`src/rtl/text_console.sv`:
```
// Character-terminal engine: turns host register writes into character-buffer
// writes, tracking a hardware cursor and running line-clear and full-screen fills.
module text_console #(
    parameter int         COLS  = 160,
    parameter int         ROWS  = 64,
    parameter int         COL_W = 8,
    parameter int         ROW_W = 6,
    parameter logic [7:0] BASE  = 8'h10
) (
    input  logic                   clk,
    input  logic                   nrst,
    input  logic                   wr_en,
    input  logic [7:0]             wr_adr,
    input  logic [15:0]            wr_data,
    output logic                   busy,
    output logic                   overrun,
    output logic [COL_W-1:0]       cur_col,
    output logic [ROW_W-1:0]       cur_row,
    output logic                   cb_we,
    output logic [COL_W+ROW_W-1:0] cb_adr,
    output logic [7:0]             cb_data
);

    localparam logic [COL_W-1:0] COL_LAST = COL_W'(COLS - 1);
    localparam logic [ROW_W-1:0] ROW_LAST = ROW_W'(ROWS - 1);
    localparam logic [7:0]       ADR_CURSOR = BASE;
    localparam logic [7:0]       ADR_PUTC   = BASE + 8'd1;
    localparam logic [7:0]       ADR_CLEAR  = BASE + 8'd2;
    localparam logic [7:0]       ADR_OVRCLR = BASE + 8'd3;
    localparam logic [7:0]       CH_CR    = 8'h0D;
    localparam logic [7:0]       CH_BS    = 8'h08;
    localparam logic [7:0]       CH_LF    = 8'h0A;
    localparam logic [7:0]       CH_SPACE = 8'h20;

    // S_WRAP holds off one cycle so the wrapped character's own write is not
    // overlapped by the first line-clear write.
    typedef enum logic [1:0] {S_IDLE, S_WRAP, S_LINE, S_FILL} state_t;

    state_t                   state_q, state_d;
    logic [COL_W-1:0]         col_q, col_d;
    logic [ROW_W-1:0]         row_q, row_d;
    logic [COL_W-1:0]         idx_q, idx_d;
    logic [ROW_W-1:0]         frow_q, frow_d;
    logic [7:0]               fdata_q, fdata_d;
    logic                     busy_q, busy_d;
    logic                     ovr_q, ovr_d;
    logic                     we_q, we_d;
    logic [COL_W+ROW_W-1:0]   adr_q, adr_d;
    logic [7:0]               data_q, data_d;

    logic                     is_cursor, is_putc, is_clear, is_ovrclr;
    logic [ROW_W-1:0]         next_row;
    logic [ROW_W-1:0]         next_frow;
    logic [31:0]              col_raw, row_raw;
    logic [7:0]               ch;
    logic                     unused_hi;

    assign is_cursor = wr_en && (wr_adr == ADR_CURSOR);
    assign is_putc   = wr_en && (wr_adr == ADR_PUTC);
    assign is_clear  = wr_en && (wr_adr == ADR_CLEAR);
    assign is_ovrclr = wr_en && (wr_adr == ADR_OVRCLR);
    assign ch        = wr_data[7:0];
    assign col_raw   = 32'(wr_data[7:0]);
    assign row_raw   = 32'(wr_data[ROW_W+7:8]);
    assign unused_hi = ^wr_data[15:ROW_W+8];
    assign next_row  = (row_q == ROW_LAST) ? '0 : row_q + 1'b1;
    assign next_frow = frow_q + 1'b1;

    always_ff @(posedge clk or negedge nrst) begin
        if (!nrst) begin
            state_q <= S_IDLE;
            col_q   <= '0;
            row_q   <= '0;
            idx_q   <= '0;
            frow_q  <= '0;
            fdata_q <= '0;
            busy_q  <= 1'b0;
            ovr_q   <= 1'b0;
            we_q    <= 1'b0;
            adr_q   <= '0;
            data_q  <= '0;
        end else begin
            state_q <= state_d;
            col_q   <= col_d;
            row_q   <= row_d;
            idx_q   <= idx_d;
            frow_q  <= frow_d;
            fdata_q <= fdata_d;
            busy_q  <= busy_d;
            ovr_q   <= ovr_d;
            we_q    <= we_d;
            adr_q   <= adr_d;
            data_q  <= data_d;
        end
    end

    always_comb begin
        state_d = state_q;
        col_d   = col_q;
        row_d   = row_q;
        idx_d   = idx_q;
        frow_d  = frow_q;
        fdata_d = fdata_q;
        ovr_d   = ovr_q;
        we_d    = 1'b0;
        adr_d   = adr_q;
        data_d  = data_q;

        if (is_ovrclr) begin
            ovr_d = 1'b0;
        end

        unique case (state_q)
            S_IDLE: begin
                if (is_cursor) begin
                    col_d = (col_raw >= 32'(COLS)) ? COL_LAST : COL_W'(wr_data[7:0]);
                    row_d = (row_raw >= 32'(ROWS)) ? ROW_LAST : wr_data[ROW_W+7:8];
                end else if (is_putc) begin
                    unique case (ch)
                        CH_CR: col_d = '0;
                        CH_BS: begin
                            if (col_q != '0) col_d = col_q - 1'b1;
                        end
                        CH_LF: begin
                            col_d   = '0;
                            row_d   = next_row;
                            idx_d   = '0;
                            state_d = S_LINE;
                            we_d    = 1'b1;
                            adr_d   = {next_row, COL_W'(0)};
                            data_d  = CH_SPACE;
                        end
                        default: begin
                            we_d   = 1'b1;
                            adr_d  = {row_q, col_q};
                            data_d = ch;
                            if (col_q == COL_LAST) begin
                                col_d   = '0;
                                row_d   = next_row;
                                state_d = S_WRAP;
                            end else begin
                                col_d = col_q + 1'b1;
                            end
                        end
                    endcase
                end else if (is_clear) begin
                    col_d   = '0;
                    row_d   = '0;
                    idx_d   = '0;
                    frow_d  = '0;
                    fdata_d = ch;
                    state_d = S_FILL;
                    we_d    = 1'b1;
                    adr_d   = '0;
                    data_d  = ch;
                end
            end
            S_WRAP: begin
                idx_d   = '0;
                state_d = S_LINE;
                we_d    = 1'b1;
                adr_d   = {row_q, COL_W'(0)};
                data_d  = CH_SPACE;
            end
            S_LINE: begin
                if (idx_q == COL_LAST) begin
                    state_d = S_IDLE;
                end else begin
                    idx_d  = idx_q + 1'b1;
                    we_d   = 1'b1;
                    adr_d  = {row_q, idx_q + 1'b1};
                    data_d = CH_SPACE;
                end
            end
            S_FILL: begin
                if (idx_q == COL_LAST) begin
                    if (frow_q == ROW_LAST) begin
                        state_d = S_IDLE;
                    end else begin
                        idx_d  = '0;
                        frow_d = next_frow;
                        we_d   = 1'b1;
                        adr_d  = {next_frow, COL_W'(0)};
                        data_d = fdata_q;
                    end
                end else begin
                    idx_d  = idx_q + 1'b1;
                    we_d   = 1'b1;
                    adr_d  = {frow_q, idx_q + 1'b1};
                    data_d = fdata_q;
                end
            end
            default: state_d = S_IDLE;
        endcase

        if (state_q != S_IDLE && (is_cursor || is_putc || is_clear)) begin
            ovr_d = 1'b1;
        end

        busy_d = (state_d == S_LINE) || (state_d == S_FILL);
    end

    assign busy    = busy_q;
    assign overrun = ovr_q;
    assign cur_col = col_q;
    assign cur_row = row_q;
    assign cb_we   = we_q;
    assign cb_adr  = adr_q;
    assign cb_data = data_q;

endmodule
```
`config.mk`:
```
export PLATFORM = sky130hd
export DESIGN_NAME = text_console
export DESIGN_NICKNAME = d
export VERILOG_FILES = /design/src/rtl/text_console.sv
export SDC_FILE = /design/constraint.sdc
export NUM_CORES = 1
export LEC_CHECK = 0
export ABC_CLOCK_PERIOD_IN_PS = 4800
export BUFFER_PORTS_ARGS = -buffer_cell sky130_fd_sc_hd__buf_2
export CORE_MARGIN = 5
export CORE_UTILIZATION = 42
export CTS_CLUSTER_SIZE = 28
export DETAILED_ROUTE_END_ITERATION = 10
export MAX_ROUTING_LAYER = met4
export PLACE_DENSITY_LB_ADDON = 0.15
export SLEW_MARGIN = 20
export SYNTH_ARGS = -nofsm -noshare
export SYNTH_HDL_FRONTEND = slang
export SYNTH_SLANG_ARGS = --single-unit
```
`constraint.sdc`:
```
create_clock -name clk -period 4.8 [get_ports clk]
set_input_delay 0 -clock clk [delete_from_list [all_inputs] [get_ports clk]]
set_output_delay 0 -clock clk [all_outputs]
set_load 0.01 [all_outputs]
```
==> flow_results.xml, run 1 <==
<?xml version="1.0" encoding="UTF-8"?>
<metrics>
  <group name="power_and_ir_drop">
    <metric name="design_power_total" unit="mW">1.76</metric>
    <metric name="power_per_cell_area" unit="nW/µm²">356</metric>
    <metric name="power.leakage" unit="nW">2.13</metric>
    <metric name="peakVddDrop" unit="V">0.000205</metric>
  </group>
  <group name="drt">
    <metric name="routed.top_layer" unit="">met4</metric>
    <metric name="routed_wirelength" unit="µm">11600</metric>
    <metric name="wl_on_met1" unit="µm">5420</metric>
    <metric name="final_routed_wire_length_divided_by_cell_count" unit="µm">18.3</metric>
    <metric name="met3WireLength" unit="µm">624</metric>
    <metric name="vias" unit="">3775</metric>
    <metric name="route.met2.wl" unit="µm">5500</metric>
    <metric name="number_of_violations_reported_at_the_end_of_detailed_routing_iteration_0" unit="">189</metric>
    <metric name="drt_pre_antenna_iters" unit="">5</metric>
    <metric name="antenna_left" unit="">0</metric>
    <metric name="detail_route.drc_violations" unit="">0</metric>
    <metric name="vias_per_cell" unit="">5.95</metric>
  </group>
  <group name="cells_and_area">
    <metric name="area_delta_synth_final" unit="%">15.1</metric>
    <metric name="most_frequent_cells_in_the_layout" unit="">63 x buf_2, 62 x dfrtp_1, 31 x mux2_2, 27 x nor2_1, 24 x o21ai_0</metric>
    <metric name="postLayoutCellArea" unit="µm²">4940</metric>
    <metric name="finish.utilization" unit="%">50.1</metric>
    <metric name="n_antenna_cell" unit="">0</metric>
    <metric name="layout_commonest_cell" unit="">buf_2</metric>
    <metric name="layout.cells.non_filler" unit="">634</metric>
    <metric name="drive_above_1_share" unit="%">28.3</metric>
    <metric name="num-nets-final" unit="">534</metric>
  </group>
  <group name="cts">
    <metric name="clock_sink_count" unit="">62</metric>
    <metric name="cts_tree" unit="">done</metric>
    <metric name="cts-buffers-inserted" unit="">9</metric>
    <metric name="cts_max_path_buffers" unit="">2</metric>
    <metric name="post_cts.resized_instances" unit="">0</metric>
    <metric name="cts_htree_levels" unit="">3</metric>
    <metric name="insertion_delay" unit="ns">0.35</metric>
    <metric name="ctsRootBufferMaster" unit="">clkbuf_8</metric>
    <metric name="path_clk_slew" unit="ns">0.08</metric>
    <metric name="post_cts_buffers" unit="">0</metric>
  </group>
  <group name="setup_path">
    <metric name="cp.required" unit="ns">5.03</metric>
    <metric name="crit_path_end_kind" unit="">flip-flop</metric>
    <metric name="ff2ff_setup_slack" unit="ns">1.68</metric>
    <metric name="timing_worst_setup_path_type" unit="">flip-flop to flip-flop</metric>
    <metric name="arr_time_crit_path" unit="ns">3.35</metric>
    <metric name="r2r_cell_count" unit="">7</metric>
    <metric name="worstSetupStartpointType" unit="">flip-flop</metric>
    <metric name="crit-reg2reg-capture" unit="">frow_q[0]</metric>
    <metric name="maximum_fanout_count_along_the_critical_path" unit="">26</metric>
  </group>
  <group name="yosys">
    <metric name="synth-main-ff-cell" unit="">dfrtp_1</metric>
    <metric name="synth.distinct_cells" unit="">81</metric>
    <metric name="ys.warnings.count" unit="">0</metric>
    <metric name="post_synthesis_register_bit_count" unit="">62</metric>
    <metric name="synth_area_per_cell" unit="µm²">9.80</metric>
    <metric name="asyncSetResetFlopFracSynth" unit="%">100</metric>
    <metric name="synth_area" unit="µm²">4290</metric>
    <metric name="synth_edf_count" unit="">0</metric>
    <metric name="synth_nets" unit="">475</metric>
    <metric name="syn-instance-count" unit="">438</metric>
    <metric name="ys_seq_area_share" unit="%">36.2</metric>
  </group>
  <group name="timing">
    <metric name="tightest_slew" unit="ns">1.04</metric>
    <metric name="clock.fmax" unit="MHz">321</metric>
    <metric name="final.min_clock_period" unit="ns">3.12</metric>
    <metric name="final.setup.worst_slack" unit="ns">1.68</metric>
    <metric name="rsz0062_at_grt" unit="">false</metric>
    <metric name="hold_violations" unit="">0</metric>
    <metric name="max_slew_margin" unit="%">30.6</metric>
    <metric name="timing_max_transition_violations_final" unit="">0</metric>
    <metric name="setup-tns-final" unit="ns">0</metric>
    <metric name="timing.final.setup_violations" unit="">0</metric>
    <metric name="timing.clock.skew" unit="ns">0.0143</metric>
    <metric name="hold_slack" unit="ns">0.0233</metric>
    <metric name="final.period_utilization" unit="%">65.0</metric>
  </group>
  <group name="run_status">
    <metric name="status" unit="">finished, final reports clean</metric>
  </group>
  <group name="placement">
    <metric name="gpl.final_weighted_congestion" unit="">0.896</metric>
    <metric name="place_inst" unit="">609</metric>
    <metric name="placement_cell_area" unit="µm²">4630</metric>
    <metric name="place_ws" unit="ns">1.59</metric>
    <metric name="port_buffers" unit="">63</metric>
    <metric name="hpwl" unit="µm">8310</metric>
  </group>
  <group name="grt">
    <metric name="grt_pass1_wl" unit="µm">19400</metric>
    <metric name="aggregate_global_route_resource_usage" unit="%">19.7</metric>
    <metric name="initial_antenna_violation_count" unit="">0</metric>
    <metric name="grt_start_max_net_pins" unit="">63</metric>
    <metric name="grt-ovfl-total" unit="">0</metric>
    <metric name="via_count_of_the_first_global_routing_pass" unit="">3610</metric>
  </group>
  <group name="floorplan">
    <metric name="ios" unit="">66</metric>
    <metric name="floorplan.initialDensity" unit="%">43.5</metric>
    <metric name="fp.dieArea" unit="µm²">12300</metric>
    <metric name="core" unit="µm²">9860</metric>
    <metric name="die_w" unit="µm">111</metric>
    <metric name="dieHeight" unit="µm">111</metric>
    <metric name="num_rows" unit="">36</metric>
  </group>
  <group name="hold_path">
    <metric name="holdPathEnd" unit="">cur_row[3]</metric>
    <metric name="worst_hold_path_type" unit="">primary input to flip-flop</metric>
    <metric name="timing.hold.worst.start" unit="">wr_data[11]</metric>
    <metric name="hold-path-cell-count" unit="">3</metric>
  </group>
  <group name="job">
    <metric name="max_cap_violations" unit="">0</metric>
  </group>
</metrics>
cell usage after synthesis (all sizes together), types with 5 or more instances:
cell type	number	share of area [%]
a221o	6	1.4
mux2	35	9.5
a22o	18	3.7
nor2	29	2.8
a31oi	5	0.73
nand2b	6	0.87
nor4	5	1.2
nand2	23	2.0
o31ai	6	1.0
nor3	11	1.5
or3	6	1.0
xor2	6	1.2
and4	5	1.0
o21ai	27	3.3
buf	14	2.5
nand3	19	2.2
o2bb2ai	7	1.4
a21oi	14	1.6
clkbuf	13	1.2
inv	10	0.87
nand4	7	1.0
dfrtp	62	36
and3	9	1.3
xnor2	5	1.0
nor2b	7	1.0
ha	10	2.9
worst max-delay path by stage:
stage / slack [ns] / startpoint / endpoint
6_report: 1.68 / flip-flop / frow_q[0]
5_1_grt: 1.46 / flip-flop / frow_q[0]
4_1_cts: 1.58 / flip-flop / cur_col[3]
3_5_place_dp: 1.59 / flip-flop / cur_col[3]
3_3_place_gp: 1.62 / flip-flop / cur_col[3]
2_1_floorplan: 2.73 / flip-flop / frow_q[0]
cells by family after synthesis:
logic type / Yosys count / share of synthesized area [%]
AOI/OAI and AO/OA: 133 / 23.2
xor gates and xnor gates: 11 / 2.25
adders and majority gates: 10 / 2.92
buffers and inverters: 37 / 4.58
DFF: 62 / 36.2
muxes: 39 / 10.5
and+or+nand+nor: 146 / 20.4
critical path, stage by stage (launching register included):
cell and delay [ns]:
dfrtp_1 0.44, inv_1 0.12, ha_1 0.76, nor2b_1 0.41, a41oi_1 0.68, nor2_1 0.14, mux2_2 0.29, a22o_1 0.17
sequential cells by signal, summed over array words and instances, names as in the netlist, 6 cells and up, named ones only:
register,count
cur_row,6
cb_data,8
idx_q,8
fdata_q,8
cur_col,8
frow_q,6
cb_adr,14
power breakdown:
part           switching, mW  internal (mW)
Combinational          0.330          0.263
Clock                  0.216          0.279
Sequential            0.0603          0.610
timing repair:
item,CTS,global route
setup endpoints to repair,0,0
hold buffers,10,0
hold endpoints to repair,71,0
cell type report:
class	instances	area, µm²
Sequential cell	62	1550
Timing Repair Buffer	75	430
Multi-Input combinational cell	339	2550
Clock buffer	12	165
Fill cell	929	4920
Tap cell	133	166
Clock inverter	3	42.5
Inverter	10	37.5
per-layer routing:
layer	vias to the layer above	global-route usage [%]
li1	1813	-
met1	1839	26.7
met2	118	30.4
met3	5	4.42
met4	0	3.97
met5	-	-
(Power assumes the default switching activity.)
==> run 2: changes to the inputs <==
- ABC_CLOCK_PERIOD_IN_PS: 4800 -> 3000
- clock period: 4.8 -> 3 ns (I/O delays scaled with it)
==> run 2 against run 1 <==
- largest cell class unchanged
- critical endpoint is now cur_row[5]
- via count decreased by 0.13%
- routed wire length increased by 1.5%
- flip-flop and latch count stayed put
- critical path type unchanged
==> flow_results.xml, run 2 (synthesized netlist as in run 1, its figures left out) <==
<?xml version="1.0" encoding="UTF-8"?>
<metrics>
  <group name="grt">
    <metric name="via_count_of_the_first_global_routing_pass" unit="">3753</metric>
    <metric name="aggregate_global_route_resource_usage" unit="%">20.1</metric>
    <metric name="grt_start_max_net_pins" unit="">38</metric>
    <metric name="grt_pass1_wl" unit="µm">19800</metric>
    <metric name="initial_antenna_violation_count" unit="">0</metric>
    <metric name="grt-ovfl-total" unit="">0</metric>
  </group>
  <group name="floorplan">
    <metric name="fp.dieArea" unit="µm²">12300</metric>
    <metric name="core" unit="µm²">9860</metric>
    <metric name="dieHeight" unit="µm">111</metric>
    <metric name="floorplan.initialDensity" unit="%">43.5</metric>
    <metric name="ios" unit="">66</metric>
    <metric name="die_w" unit="µm">111</metric>
    <metric name="num_rows" unit="">36</metric>
  </group>
  <group name="cts">
    <metric name="post_cts_buffers" unit="">0</metric>
    <metric name="post_cts.resized_instances" unit="">0</metric>
    <metric name="cts_tree" unit="">done</metric>
    <metric name="cts_htree_levels" unit="">3</metric>
    <metric name="ctsRootBufferMaster" unit="">clkbuf_8</metric>
    <metric name="insertion_delay" unit="ns">0.34</metric>
    <metric name="clock_sink_count" unit="">62</metric>
    <metric name="path_clk_slew" unit="ns">0.07</metric>
    <metric name="cts-buffers-inserted" unit="">9</metric>
    <metric name="cts_max_path_buffers" unit="">2</metric>
  </group>
  <group name="timing">
    <metric name="timing.clock.skew" unit="ns">0.00852</metric>
    <metric name="rsz0062_at_grt" unit="">false</metric>
    <metric name="max_slew_margin" unit="%">41.2</metric>
    <metric name="final.min_clock_period" unit="ns">2.40</metric>
    <metric name="clock.fmax" unit="MHz">417</metric>
    <metric name="timing_max_transition_violations_final" unit="">0</metric>
    <metric name="hold_violations" unit="">0</metric>
    <metric name="tightest_slew" unit="ns">0.882</metric>
    <metric name="hold_slack" unit="ns">0.0114</metric>
    <metric name="setup-tns-final" unit="ns">0</metric>
    <metric name="timing.final.setup_violations" unit="">0</metric>
    <metric name="final.period_utilization" unit="%">80.0</metric>
  </group>
  <group name="cells_and_area">
    <metric name="largest_register_ff_count" unit="">14</metric>
    <metric name="drive_above_1_share" unit="%">29.6</metric>
    <metric name="area_delta_synth_final" unit="%">14.4</metric>
    <metric name="n_fill_cell" unit="">937</metric>
    <metric name="postLayoutCellArea" unit="µm²">4910</metric>
    <metric name="most_frequent_cells_in_the_layout" unit="">63 x buf_2, 62 x dfrtp_1, 31 x mux2_2, 27 x nor2_1, 24 x o21ai_0</metric>
    <metric name="layout_commonest_cell" unit="">buf_2</metric>
    <metric name="num-nets-final" unit="">535</metric>
    <metric name="n_antenna_cell" unit="">0</metric>
  </group>
  <group name="power_and_ir_drop">
    <metric name="peakVddDrop" unit="V">0.000421</metric>
    <metric name="power_per_cell_area" unit="nW/µm²">563</metric>
    <metric name="power.leakage" unit="nW">2.13</metric>
  </group>
  <group name="setup_path">
    <metric name="critPathTopFamily" unit="">simple AND/OR/NAND/NOR gates</metric>
    <metric name="cp.required" unit="ns">3.22</metric>
    <metric name="worstPathBufferInverterCount" unit="">0</metric>
    <metric name="crit_path_end_kind" unit="">flip-flop</metric>
    <metric name="timing_worst_setup_path_type" unit="">flip-flop to flip-flop</metric>
    <metric name="worstSetupStartpointType" unit="">flip-flop</metric>
    <metric name="timing.critical_path.slowest_cell_delay" unit="ns">0.52</metric>
    <metric name="critical_path.slowest_cell" unit="">dfrtp_1</metric>
    <metric name="maximum_fanout_count_along_the_critical_path" unit="">9</metric>
    <metric name="cp_cell_sequence" unit="">ha_1 -&gt; and3_1 -&gt; nand4_1 -&gt; a21oi_1 -&gt; o21ba_2 -&gt; mux2_4</metric>
    <metric name="arr_time_crit_path" unit="ns">2.62</metric>
  </group>
  <group name="drt">
    <metric name="antenna_left" unit="">0</metric>
    <metric name="detail_route.drc_violations" unit="">0</metric>
    <metric name="drt_pre_antenna_iters" unit="">5</metric>
    <metric name="vias" unit="">3770</metric>
    <metric name="routed_wirelength" unit="µm">11800</metric>
    <metric name="vias_per_cell" unit="">5.93</metric>
    <metric name="final_routed_wire_length_divided_by_cell_count" unit="µm">18.5</metric>
    <metric name="route.met2.wl" unit="µm">5530</metric>
    <metric name="wl_on_met1" unit="µm">5640</metric>
    <metric name="met3WireLength" unit="µm">479</metric>
    <metric name="routed.top_layer" unit="">met4</metric>
    <metric name="number_of_violations_reported_at_the_end_of_detailed_routing_iteration_0" unit="">155</metric>
  </group>
  <group name="placement">
    <metric name="hpwl" unit="µm">8780</metric>
    <metric name="port_buffers" unit="">63</metric>
    <metric name="gpl.final_weighted_congestion" unit="">0.931</metric>
    <metric name="placement_cell_area" unit="µm²">4680</metric>
  </group>
  <group name="job">
    <metric name="max_cap_violations" unit="">0</metric>
  </group>
  <group name="run_status">
    <metric name="status" unit="">finished, final reports clean</metric>
  </group>
  <group name="hold_path">
    <metric name="worst_hold_path_type" unit="">primary input to flip-flop</metric>
  </group>
</metrics>
[run 2: changes by cell type in the layout (fill, tap and decap cells not counted)]
| cell | before | now |
|---|---|---|
| buf_4 | 2 | 9 |
| dlygate4sd3_1 | 10 | 4 |
| clkbuf_8 | 12 | 9 |
| clkinv_2 | 1 | 4 |
| a21oi_1 | 13 | 14 |
| a21oi_2 | 1 | 0 |
| clkinvlp_4 | 1 | 2 |
[run 2: worst paths after layout]
path	start	end	slack (ns)	depth (start not counted)
setup / recovery	cur_col[0]	cur_row[5]	0.60	6
hold / removal	wr_data[13]	cur_row[5]	0.01	3
setup reg to reg	cur_col[0]	cur_row[5]	0.60	6
hold reg to reg	overrun	overrun	0.49	1
max in group asynchronous	nrst	cb_data[2]	1.95	3
min in group asynchronous	nrst	cur_col[5]	0.32	2
[run 2: metrics by stage]
step	total power, mW	std cells	worst slack (ns)	util (%)
2_1_floorplan	1.74	438	0.929	-
3_3_place_gp	2.03	616	0.613	47.5
3_5_place_dp	2.05	616	0.581	47.5
4_1_cts	2.79	636	0.576	49.8
5_1_grt	2.95	636	0.407	49.8
6_report	2.76	636	0.599	49.8
[run 2: power by group]
part / leakage, nW / internal [mW] / switching, mW
sequential: 0.839 / 0.976 / 0.0971
combinational: 1.19 / 0.425 / 0.532
clock: 0.0948 / 0.378 / 0.354
total: 2.13 / 1.78 / 0.984
[run 2: area by class of cell]
class	instances	area, µm²	share of cell area (%)
flip-flops and latches	62	1550	31.6
multi-input cells	339	2540	51.8
inverters	10	37.5	0.765
clock inverters	7	65.1	1.33
repair buffers	76	423	8.61
clock buffers	9	124	2.52
well taps	133	166	3.39
[run 2: worst register-to-register path: stages (launching register included)]
cell	delay, ns
dfrtp_1	0.52
ha_1	0.25
and3_1	0.25
nand4_1	0.40
a21oi_1	0.28
o21ba_2	0.28
mux2_4	0.33
[run 2: repair_timing]
action                                 in CTS  in global routing
setup endpoints to repair                   0                  0
endpoints found under the hold margin      38                  0
hold buffers                                4                  0
[run 2: per-layer routing]
| metal | GRT usage (%) | vias to the layer above |
|---|---|---|
| met4 | 5.19 | 0 |
| li1 | - | 1813 |
| met3 | 3.06 | 13 |
| met5 | - | - |
| met2 | 31.3 | 89 |
| met1 | 27.5 | 1855 |
